===== config.mk =====
export PLATFORM = sky130hd
export DESIGN_NAME = mips_alu_mdu
export DESIGN_NICKNAME = d
export VERILOG_FILES = /design/src/rtl/mips_alu_pkg.sv /design/src/rtl/mips_mdu_iter.sv /design/src/rtl/mips_alu_mdu.sv
export SDC_FILE = /design/constraint.sdc
export NUM_CORES = 1
export LEC_CHECK = 0
export BUFFER_PORTS_ARGS = -buffer_cell sky130_fd_sc_hd__buf_2
export CAP_MARGIN = 20
export CORE_ASPECT_RATIO = 1.25
export CORE_MARGIN = 2
export CORE_UTILIZATION = 30
export DETAILED_ROUTE_END_ITERATION = 6
export PLACE_DENSITY_LB_ADDON = 0.3
export SETUP_SLACK_MARGIN = 0.5
export SLEW_MARGIN = 30
export SYNTH_ARGS = -nofsm -noshare
export SYNTH_HDL_FRONTEND = slang
export SYNTH_SLANG_ARGS = --single-unit

===== constraint.sdc =====
create_clock -name clk -period 7.78 [get_ports clk]
set_input_delay 0.778 -clock clk [delete_from_list [all_inputs] [get_ports clk]]
set_output_delay 0.778 -clock clk [all_outputs]
set_load 0.01 [all_outputs]

===== src/rtl/mips_alu_pkg.sv =====
// Shared opcodes, FSM state type and decode helper for the MIPS execute unit.
package mips_alu_pkg;

  localparam logic [3:0] ALU_AND   = 4'b0000;
  localparam logic [3:0] ALU_OR    = 4'b0001;
  localparam logic [3:0] ALU_ADD   = 4'b0010;
  localparam logic [3:0] ALU_XOR   = 4'b0011;
  localparam logic [3:0] ALU_SLL   = 4'b0100;
  localparam logic [3:0] ALU_SRL   = 4'b0101;
  localparam logic [3:0] ALU_SUB   = 4'b0110;
  localparam logic [3:0] ALU_SLT   = 4'b0111;
  localparam logic [3:0] ALU_MULT  = 4'b1000;
  localparam logic [3:0] ALU_MULTU = 4'b1001;
  localparam logic [3:0] ALU_DIV   = 4'b1010;
  localparam logic [3:0] ALU_DIVU  = 4'b1011;
  localparam logic [3:0] ALU_NOR   = 4'b1100;
  localparam logic [3:0] ALU_SRA   = 4'b1101;
  localparam logic [3:0] ALU_MFHI  = 4'b1110;
  localparam logic [3:0] ALU_MFLO  = 4'b1111;

  typedef enum logic [1:0] {IDLE, MUL, DIV, FIX} state_e;

  // Multiply/divide codes all live in the 10xx group; bit 1 selects divide,
  // bit 0 selects the unsigned flavour.
  function automatic logic is_mdu_op(input logic [3:0] code);
    return code[3:2] == 2'b10;
  endfunction

endpackage


===== src/rtl/mips_mdu_iter.sv =====
// Iterative multiply/divide datapath: one shift-add or restoring-division
// step per cycle on operand magnitudes, with sign correction applied to the
// combinational hi/lo results that the top level captures in its FIX state.
module mips_mdu_iter
  import mips_alu_pkg::*;
#(
  parameter int WIDTH = 32
) (
  input  logic             clk,
  input  logic             reset,
  input  logic             start_i,
  input  logic             is_div_i,
  input  logic             is_signed_i,
  input  logic [WIDTH-1:0] a_i,
  input  logic [WIDTH-1:0] b_i,
  input  logic             run_i,
  output logic             done_o,
  output logic [WIDTH-1:0] hi_o,
  output logic [WIDTH-1:0] lo_o
);

  localparam int CW = $clog2(WIDTH);

  logic [CW-1:0]      cnt_q, cnt_d;
  logic [2*WIDTH-1:0] acc_q, acc_d;
  logic [WIDTH-1:0]   opnd_q, opnd_d;
  logic               div_q, div_d;
  logic               neg_q, neg_d;
  logic               remNeg_q, remNeg_d;
  logic               bZero_q, bZero_d;

  logic [WIDTH-1:0]   aMag, bMag;
  logic [WIDTH:0]     mulAddend, mulSum;
  logic [WIDTH:0]     divShift, divDiff;
  logic [2*WIDTH-1:0] prodFix;
  logic [WIDTH-1:0]   quo, rem;

  // Operand magnitudes for signed ops; the most-negative value maps onto
  // itself, which reads correctly as an unsigned magnitude.
  always_comb begin
    aMag = (is_signed_i && a_i[WIDTH-1]) ? -a_i : a_i;
    bMag = (is_signed_i && b_i[WIDTH-1]) ? -b_i : b_i;
  end

  // One iteration step: multiply keeps {partial, multiplier} in acc and
  // shifts right; divide keeps {remainder, dividend/quotient} and shifts left.
  always_comb begin
    mulAddend = acc_q[0] ? {1'b0, opnd_q} : '0;
    mulSum    = {1'b0, acc_q[2*WIDTH-1:WIDTH]} + mulAddend;
    divShift  = {acc_q[2*WIDTH-1:WIDTH], acc_q[WIDTH-1]};
    divDiff   = divShift - {1'b0, opnd_q};
  end

  // Next-state for the iteration registers: load on start, step while running.
  always_comb begin
    cnt_d    = cnt_q;
    acc_d    = acc_q;
    opnd_d   = opnd_q;
    div_d    = div_q;
    neg_d    = neg_q;
    remNeg_d = remNeg_q;
    bZero_d  = bZero_q;
    if (start_i) begin
      cnt_d    = '0;
      div_d    = is_div_i;
      neg_d    = is_signed_i && (a_i[WIDTH-1] ^ b_i[WIDTH-1]);
      remNeg_d = is_signed_i && a_i[WIDTH-1];
      bZero_d  = (b_i == '0);
      if (is_div_i) begin
        acc_d  = {{WIDTH{1'b0}}, aMag};
        opnd_d = bMag;
      end else begin
        acc_d  = {{WIDTH{1'b0}}, bMag};
        opnd_d = aMag;
      end
    end else if (run_i) begin
      cnt_d = cnt_q + CW'(1);
      if (div_q) begin
        acc_d = {(divDiff[WIDTH] ? divShift[WIDTH-1:0] : divDiff[WIDTH-1:0]),
                 acc_q[WIDTH-2:0], ~divDiff[WIDTH]};
      end else begin
        acc_d = {mulSum, acc_q[WIDTH-1:1]};
      end
    end
  end

  // Iteration state registers.
  always_ff @(posedge clk or posedge reset) begin
    if (reset) begin
      cnt_q    <= '0;
      acc_q    <= '0;
      opnd_q   <= '0;
      div_q    <= 1'b0;
      neg_q    <= 1'b0;
      remNeg_q <= 1'b0;
      bZero_q  <= 1'b0;
    end else begin
      cnt_q    <= cnt_d;
      acc_q    <= acc_d;
      opnd_q   <= opnd_d;
      div_q    <= div_d;
      neg_q    <= neg_d;
      remNeg_q <= remNeg_d;
      bZero_q  <= bZero_d;
    end
  end

  // Sign-corrected results; divide by zero forces an all-ones quotient while
  // the remainder path naturally reproduces the dividend.
  always_comb begin
    prodFix = neg_q ? -acc_q : acc_q;
    quo     = acc_q[WIDTH-1:0];
    rem     = acc_q[2*WIDTH-1:WIDTH];
    if (div_q) begin
      hi_o = remNeg_q ? -rem : rem;
      lo_o = bZero_q ? '1 : (neg_q ? -quo : quo);
    end else begin
      hi_o = prodFix[2*WIDTH-1:WIDTH];
      lo_o = prodFix[WIDTH-1:0];
    end
  end

  assign done_o = run_i && (cnt_q == CW'(WIDTH - 1));

endmodule


===== src/rtl/mips_alu_mdu.sv =====
// EX-stage execute unit: single-cycle ALU, iterative mult/div with HI/LO,
// registered result and a valid/ready handshake that stalls on long ops.
module mips_alu_mdu
  import mips_alu_pkg::*;
#(
  parameter int WIDTH = 32,
  parameter int SHW   = $clog2(WIDTH)
) (
  input  logic             clk,
  input  logic             reset,
  input  logic             in_valid,
  output logic             in_ready,
  input  logic [3:0]       alu_ctl,
  input  logic [WIDTH-1:0] a,
  input  logic [WIDTH-1:0] b,
  input  logic [SHW-1:0]   shamt,
  output logic             out_valid,
  output logic [WIDTH-1:0] alu_out,
  output logic             zero,
  output logic             overflow,
  output logic [WIDTH-1:0] hi,
  output logic [WIDTH-1:0] lo,
  output logic             busy
);

  state_e           state_q, state_d;
  logic             accept, isMdu, start, run, mduDone;
  logic [WIDTH-1:0] mduHi, mduLo;
  logic [WIDTH-1:0] sum, diff, aluRes;
  logic             aluOvf;
  logic [WIDTH-1:0] aluOut_q, aluOut_d, hi_q, hi_d, lo_q, lo_d;
  logic             ovf_q, ovf_d, outValid_q, outValid_d;

  assign accept = in_valid && in_ready;
  assign isMdu  = is_mdu_op(alu_ctl);
  assign start  = accept && isMdu;

  // FSM state register.
  always_ff @(posedge clk or posedge reset) begin
    if (reset) state_q <= IDLE;
    else       state_q <= state_d;
  end

  // FSM next state: launch on an accepted mult/div, fix up after the last step.
  always_comb begin
    state_d = state_q;
    unique case (state_q)
      IDLE:    if (start) state_d = alu_ctl[1] ? DIV : MUL;
      MUL,
      DIV:     if (mduDone) state_d = FIX;
      FIX:     state_d = IDLE;
      default: state_d = IDLE;
    endcase
  end

  // FSM outputs: handshake, busy flag and iteration enable.
  always_comb begin
    in_ready = (state_q == IDLE);
    busy     = (state_q != IDLE);
    run      = (state_q == MUL) || (state_q == DIV);
  end

  mips_mdu_iter #(.WIDTH(WIDTH)) u_iter (
    .clk        (clk),
    .reset      (reset),
    .start_i    (start),
    .is_div_i   (alu_ctl[1]),
    .is_signed_i(~alu_ctl[0]),
    .a_i        (a),
    .b_i        (b),
    .run_i      (run),
    .done_o     (mduDone),
    .hi_o       (mduHi),
    .lo_o       (mduLo)
  );

  // Combinational single-cycle ALU and signed-overflow detection.
  always_comb begin
    sum    = a + b;
    diff   = a - b;
    aluRes = '0;
    aluOvf = 1'b0;
    case (alu_ctl)
      ALU_AND:  aluRes = a & b;
      ALU_OR:   aluRes = a | b;
      ALU_XOR:  aluRes = a ^ b;
      ALU_NOR:  aluRes = ~(a | b);
      ALU_ADD: begin
        aluRes = sum;
        aluOvf = (a[WIDTH-1] == b[WIDTH-1]) && (sum[WIDTH-1] != a[WIDTH-1]);
      end
      ALU_SUB: begin
        aluRes = diff;
        aluOvf = (a[WIDTH-1] != b[WIDTH-1]) && (diff[WIDTH-1] != a[WIDTH-1]);
      end
      ALU_SLT:  aluRes = {{(WIDTH-1){1'b0}}, ($signed(a) < $signed(b))};
      ALU_SLL:  aluRes = b << shamt;
      ALU_SRL:  aluRes = b >> shamt;
      ALU_SRA:  aluRes = $signed(b) >>> shamt;
      ALU_MFHI: aluRes = hi_q;
      ALU_MFLO: aluRes = lo_q;
      default:  aluRes = '0;
    endcase
  end

  // Output register next state: FIX commits hi/lo, accepts load the ALU result.
  always_comb begin
    aluOut_d   = aluOut_q;
    ovf_d      = ovf_q;
    hi_d       = hi_q;
    lo_d       = lo_q;
    outValid_d = 1'b0;
    if (state_q == FIX) begin
      hi_d       = mduHi;
      lo_d       = mduLo;
      aluOut_d   = mduLo;
      outValid_d = 1'b1;
    end else if (accept) begin
      ovf_d = isMdu ? 1'b0 : aluOvf;
      if (!isMdu) begin
        aluOut_d   = aluRes;
        outValid_d = 1'b1;
      end
    end
  end

  // Output registers; reset aborts any pending result.
  always_ff @(posedge clk or posedge reset) begin
    if (reset) begin
      aluOut_q   <= '0;
      ovf_q      <= 1'b0;
      hi_q       <= '0;
      lo_q       <= '0;
      outValid_q <= 1'b0;
    end else begin
      aluOut_q   <= aluOut_d;
      ovf_q      <= ovf_d;
      hi_q       <= hi_d;
      lo_q       <= lo_d;
      outValid_q <= outValid_d;
    end
  end

  assign alu_out   = aluOut_q;
  assign overflow  = ovf_q;
  assign hi        = hi_q;
  assign lo        = lo_q;
  assign out_valid = outValid_q;
  assign zero      = (aluOut_q == '0);

endmodule


==> flow_metrics.tcl, run 1 <==
set metrics [dict create \
    status "complete, no violations" \
    yosysSeqAreaShare 0.2114 \
    r2r_slack_ns 3.35 \
    syn_area_per_cell_um2 7.541 \
    synth_edf_count 0 \
    wl_met1_um 46840 \
    cts.sinks 205 \
    vias_per_cell 6.029 \
    drive_gt1_frac 0.1050 \
    setup_tns_ns 0 \
    p_per_area_nw_per_um2 396.1 \
    ys_types 78 \
    gp_congestion 1.085 \
    ir_drop_v 0.0003659 \
    grt_pass1_wl_um 168500 \
    met3_length_um 8755 \
    cts_tree "yes" \
    cts.hold.buffers_added 0 \
    htreeDepth 1 \
    synth-seq-cells 205 \
    p_total_uw 10580 \
    synth_ff_type "dfrtp_1" \
    path_clk_slew_ns 0.08 \
    relSlewSlack 0.3143 \
    postCtsSetupBuffers 0 \
    synth_area_leaders "dfrtp_1 21%, ha_1 9.3%, o21ai_0 6.4%, mux2i_1 5.9%, a21oi_1 5.5%" \
    final_nets 3485 \
    die-width_um 258.4 \
    post_cts_resized 0 \
    yosys.area.top_type "dfrtp_1" \
    syn-instance-count 3218 \
    path_cells "buf_2 > inv_1 > ha_1 > nand4_1 > nor2_1 > nand4_1 > a211oi_1 > o211ai_1 > a311oi_1 > a2111oi_0 > o22ai_1 > xnor2_1 > o221ai_1" \
    drtPass1Iterations 6 \
    endpoint_kind "flop" \
    path_class "input port to flop" \
    wl_per_cell_um 27.11 \
    worstMarginPinSlew_ns 1.015 \
    cts_root_buf "clkbuf_16" \
    wl_um 116700 \
    synth_warnings 0 \
    first_global_vias 24643 \
    place_hpwl_um 92590 \
    path_max_fanout 14 \
    clockBufferDepth 3 \
    io_pins 177 \
    insertion_delay_ns 0.53 \
    max_stage_delay_ns 0.86 \
    finalSetupViolations 0 \
    fin_worst_skew_ns 0.02220 \
    crit_required_ns 8.16 \
    initial_utilization 0.3029 \
    synthesis.area_um2 24270 \
    areaGrowthSynthToFinish_pct 10.11 \
    r2r_cells 15 \
    final_hold_viol_count 0 \
    grt_max_degree 112 \
    drt_iter0_markers 2967 \
    rows 116 \
    cap_violations 0 \
    drc 0 \
    synth_nets 3478 \
    dieArea_um2 83200 \
    grt_usage 0.2714 \
    crit_top_cell "nand4_1" \
    via_count 25962 \
    cp-start-kind "input port" \
    numCtsBuffers 21 \
    synthArstFlopShare 1.000 \
    crit_start "b[22]" \
    grt_antenna_before_repair 10 \
    antenna_left 0 \
    rsz0062_at_grt "false" \
    topRoutingLayerUsed "met5" \
    fin_crit_sh 0.5699 \
    timing.fmax_ghz 0.2255 \
    port_buffers 176 \
    core_area_um2 80120 \
    slowest_stage "a211oi_1" \
    timing.rr.end "u_iter.acc_q[49]" \
    yosysTopAreaCellShare 0.2114 \
    met2_length_um 53260 \
    drv_slew 0 \
    critPathArrivalTime_ns 4.82 \
    holdCritPathClass "input port to asynchronous set/reset pin" \
    power.leakage_uw 0.01120 \
    cp-endpoint "alu_out[31]" \
    grt.overflow.total 0 \
    die_h_um 322.0 \
    period_needed_ns 4.434 \
    r2r_start "u_iter.acc_q[31]" \
]
## worst max-delay path, delay by kind of cell
family	cells	cell delay, ns
XOR/XNOR	1	0.14
AND/OR/NAND/NOR	3	0.72
adder cells (fa/ha/maj)	1	0.59
buffers and inverters	2	0.32
AO/OA/AOI/OAI	6	2.26
## per-layer routing
metal | vias up | GRT usage
li1 | 11752 | -
met1 | 12484 | 0.3419
met2 | 1395 | 0.4443
met3 | 329 | 0.03384
met4 | 2 | 0.1590
met5 | - | 0
## sequential cells by signal (all words and copies together), names as in the netlist
name / count
lo: 32
u_iter.neg_q: 1
hi: 32
out_valid: 1
state_q: 2
alu_out: 32
u_iter.remNeg_q: 1
u_iter.acc_q: 64
u_iter.div_q: 1
u_iter.cnt_q: 5
u_iter.bZero_q: 1
overflow: 1
u_iter.opnd_q: 32
## synth_stat cells, drive strengths merged (84+ instances only)
cell and n:
clkbuf 198, nor2 269, inv 176, mux2i 143, xnor2 143, o211ai 84, ha 180, nand2 289
dfrtp 205, o21ai 341, a21oi 268
## stage by stage
step	hold slack (ns)	setup WS, ns	util	area (um^2)	instances
2_1_floorplan	0.4498	1.406	-	24270	3218
4_1_cts	0.4284	3.310	0.3334	26710	4301
5_1_grt	0.4774	3.031	0.3335	26720	4304
3_3_place_gp	0.4628	3.040	0.3246	26000	4264
6_report	0.3919	3.346	0.3335	26720	4306
3_5_place_dp	0.4713	2.923	0.3247	26020	4264
## final cells by class
class,count,area (um^2)
tap,1062,1329
fill,8683,53400
clock buffer,30,579.3
antenna,5,12.51
multi-input combinational,2601,17660
sequential,205,5134
inverter,177,671.9
clock inverter,7,113.9
timing repair buffer,219,1224
## cell usage in the layout (no fill, tap or decap), types with 18 or more instances in the layout
cell	n
xor2_1	57
a222oi_1	19
ha_1	178
a211oi_1	53
nand3_1	56
buf_2	173
nand2b_1	30
a21o_1	48
nand2_1	289
o21ai_0	311
a22oi_1	30
nor2_1	264
o22ai_1	18
o21a_1	39
o21ai_1	30
nand4_1	28
a221oi_1	34
a31oi_1	32
nor3_1	53
nor2b_1	34
o31ai_1	37
o211ai_1	84
a21oi_1	268
mux2i_1	143
or3_1	21
xnor2_1	142
clkbuf_16	21
o21bai_1	22
nor4_1	35
mux2_2	39
dfrtp_1	204
inv_1	173
buf_4	45
## worst min-delay path by stage
stage / start / to / slack, ns / cells after the start
3_5_place_dp: u_iter.opnd_q[28] / u_iter.opnd_q[28] / 0.47 / 2
5_1_grt: reset / hi[28] / 0.48 / 2
2_1_floorplan: u_iter.opnd_q[10] / u_iter.opnd_q[10] / 0.45 / 2
4_1_cts: reset / hi[23] / 0.43 / 2
3_3_place_gp: u_iter.opnd_q[30] / u_iter.opnd_q[30] / 0.46 / 2
6_report: reset / hi[23] / 0.39 / 2
## where the power goes
group	switching (uW)	internal [uW]
Sequential	938	1620
Clock	457	619
Combinational	4180	2770
## cells by family after synthesis
| logic type | share of synthesized area |
|---|---|
| AOI/OAI and AO/OA | 0.2983 |
| and+or+nand+nor | 0.1667 |
| DFF | 0.2114 |
| buffers and inverters | 0.06429 |
| muxes | 0.09100 |
| xor gates and xnor gates | 0.07218 |
| adders and majority gates | 0.09610 |
(Power assumes the default switching activity.)
==> run 2: changes to the inputs <==
- ABC_AREA: default -> 1
- clock period: 7.78 -> 4.3 ns (I/O delays scaled with it)
==> flow_metrics.tcl, run 2 <==
set metrics [dict create \
    grt_antenna_before_repair 11 \
    layout.cells.non_filler 6668 \
    holdCritPathClass "input port to flop" \
    synthArstFlopShare 1.000 \
    cts.sinks 205 \
    wl_um 182300 \
    io_pins 177 \
    htreeDepth 1 \
    post_cts_resized 0 \
    initial_utilization 0.3021 \
    areaGrowthSynthToFinish_pct 13.00 \
    p_switching_uw 13190 \
    port_buffers 176 \
    crit_required_ns 4.76 \
    utilization 0.3414 \
    final_hold_viol_count 0 \
    synth.most_common_cell "nand2_1" \
    path_max_fanout 21 \
    setup_tns_ns 0 \
    power.leakage_uw 0.01731 \
    wl_per_cell_um 27.34 \
    largest_register_ffs 64 \
    via_count 37481 \
    synthTopCellsByCount "1742 x nand2_1, 702 x inv_1, 698 x nand3_1" \
    place_hpwl_um 150000 \
    yosys.area_share.simple 0.4511 \
    drc 0 \
    ys_types 54 \
    numCtsBuffers 25 \
    synth_warnings 0 \
    cts_root_buf "clkbuf_16" \
    drive_gt1_frac 0.07815 \
    synth_ff_type "dfrtp_1" \
    combinationalPowerShare 0.682 \
    synthMuxAreaShare 0 \
    worst_slack_ns 0.6150 \
    status "complete, no violations" \
    fin_worst_skew_ns 0.01881 \
    clockBufferDepth 3 \
    grt_pass1_wl_um 251400 \
    antenna_left 0 \
    rows 127 \
    seqPwrFrac 0.202 \
    cts_tree "yes" \
    drv_slew 0 \
    relSlewSlack 0.2401 \
    insertion_delay_ns 0.59 \
    post_synth_xor_area_fraction 0.02602 \
    yosysTopAreaCellShare 0.2259 \
    yosys.area.top_type "nand2_1" \
    core_area_um2 95820 \
    cap_violations 0 \
    syn-instance-count 5208 \
    rsz0062_at_grt "false" \
    mostFrequentLayoutCell "nand2_1" \
    final_nets 5615 \
    grt.overflow.total 0 \
    synthesis.area_um2 28950 \
    yosysSeqAreaShare 0.1772 \
    path_class "flop to flop" \
    path_clk_slew_ns 0.08 \
    hold_slack_ns 0.2734 \
    power_frac_clock 0.116 \
    p_per_area_nw_per_um2 672.4 \
    gp_congestion 1.123 \
    syn_area_per_cell_um2 5.559 \
    drtPass1Iterations 7 \
    grt_max_degree 115 \
    period_needed_ns 3.685 \
    die-width_um 281.8 \
    cp-start-kind "flop" \
    finalSetupViolations 0 \
    endpoint_kind "flop" \
    synth_fa_ha_area_frac 0.08056 \
    critPathArrivalTime_ns 4.15 \
    timing.fmax_ghz 0.2714 \
    grt_usage 0.3565 \
    synth_nets 5468 \
    die_h_um 351.3 \
    dieArea_um2 99010 \
    synth_edf_count 0 \
    largest-register "u_iter.acc_q" \
    final_cell_mix "1742 x nand2_1, 698 x nand3_1, 697 x inv_1" \
    drt_iter0_markers 4944 \
    first_global_vias 34400 \
    ir_drop_v 0.0003366 \
    place_inst 6617 \
    synth_area_leaders "nand2_1 23%, dfrtp_1 18%, nand3_1 12%, inv_1 9.1%, ha_1 7.8%" \
    intPower_uw 8811 \
    synth_compound_area_frac 0.1425 \
    fin_crit_sh 0.8570 \
    p_sw_frac 0.5994 \
    synth-seq-cells 205 \
    worstMarginPinSlew_ns 1.128 \
    preCtsSetupSlack_ns 0.6176 \
    vias_per_cell 5.621 \
    synth_top_family_by_area "simple AND/OR/NAND/NOR gates" \
]
==> run 2: cell count changes after synthesis, sizes merged, moves of 52 or more <==
cell | before | now
a211oi | 53 | 1
inv | 176 | 712
nand2 | 289 | 1745
nand4 | 28 | 82
o21ai | 341 | 280
nor2 | 269 | 453
clkbuf | 198 | 113
mux2i | 143 | 0
nand3 | 57 | 699
buf | 37 | 91
a21oi | 268 | 212
xnor2 | 143 | 12
==> run 2: worst max-delay path, stage by stage, from the launching register on <==
cell and delay, ns:
dfrtp_2 0.63, inv_2 0.22, ha_1 0.29, nand3_1 0.21, nor2_2 0.27, nand2_1 0.20
nor2_1 0.22, nand2_1 0.15, o21ai_0 0.22, o21ai_0 0.39, a21oi_1 0.65, nand2_1 0.11
==> run 2: worst paths after layout <==
check                      slack, ns            start                to  cells past startpoint
max                             0.62  u_iter.acc_q[0]       alu_out[20]                     11
min in group asynchronous       0.30            reset  u_iter.acc_q[43]                      3
min                             0.27         in_valid         out_valid                      3
max reg2reg                     0.62  u_iter.acc_q[0]       alu_out[20]                     11
max in group asynchronous       2.71            reset       alu_out[25]                      5
min reg2reg                     0.46  u_iter.cnt_q[3]   u_iter.cnt_q[3]                      1
==> run 2: area by class of cell <==
cell class	count	area (um^2)
tap	1290	1614
multi-input combinational	4087	20320
sequential	205	5135
clock buffer	28	646.9
antenna	4	10.01
fill	11053	63110
inverter	712	2676
timing repair buffer	324	2027
clock inverter	18	287.8
==> run 2: metal layers <==
layer,GRT usage,wire length [um],vias up
li1,-,-,17175
met1,0.4448,70860,17326
met2,0.5382,76400,2382
met3,0.07187,18200,592
met4,0.2718,16810,6
met5,0,36,-
==> run 2: power by group through the flow <==
stage,sequential (uW),combinational [uW],clock (uW)
after floorplan,3760,9140,0
after global routing,4440,16300,2610
final,4440,15000,2550
after detailed placement,4380,14500,0
after global placement,4370,14400,0
after CTS,4350,14500,2550
==> run 2: cells by family after synthesis <==
family,after synthesis
simple gates,3104
buf+inv,916
compound gates,713
flops,205
fa+ha+maj,184
xor+xnor,86
==> run 2: repair_timing <==
item,in CTS,in global routing
endpoints found under the hold margin,4,0
hold buffers,1,0
endpoints found under the setup margin,0,0
buffers inserted,0,0
==> run 2: stage by stage <==
stage          total power, uW  area (um^2)
2_1_floorplan            12910        28950
3_3_place_gp             18770        31720
3_5_place_dp             18830        31750
4_1_cts                  21410        32690
5_1_grt                  23330        32700
6_report                 22000        32710
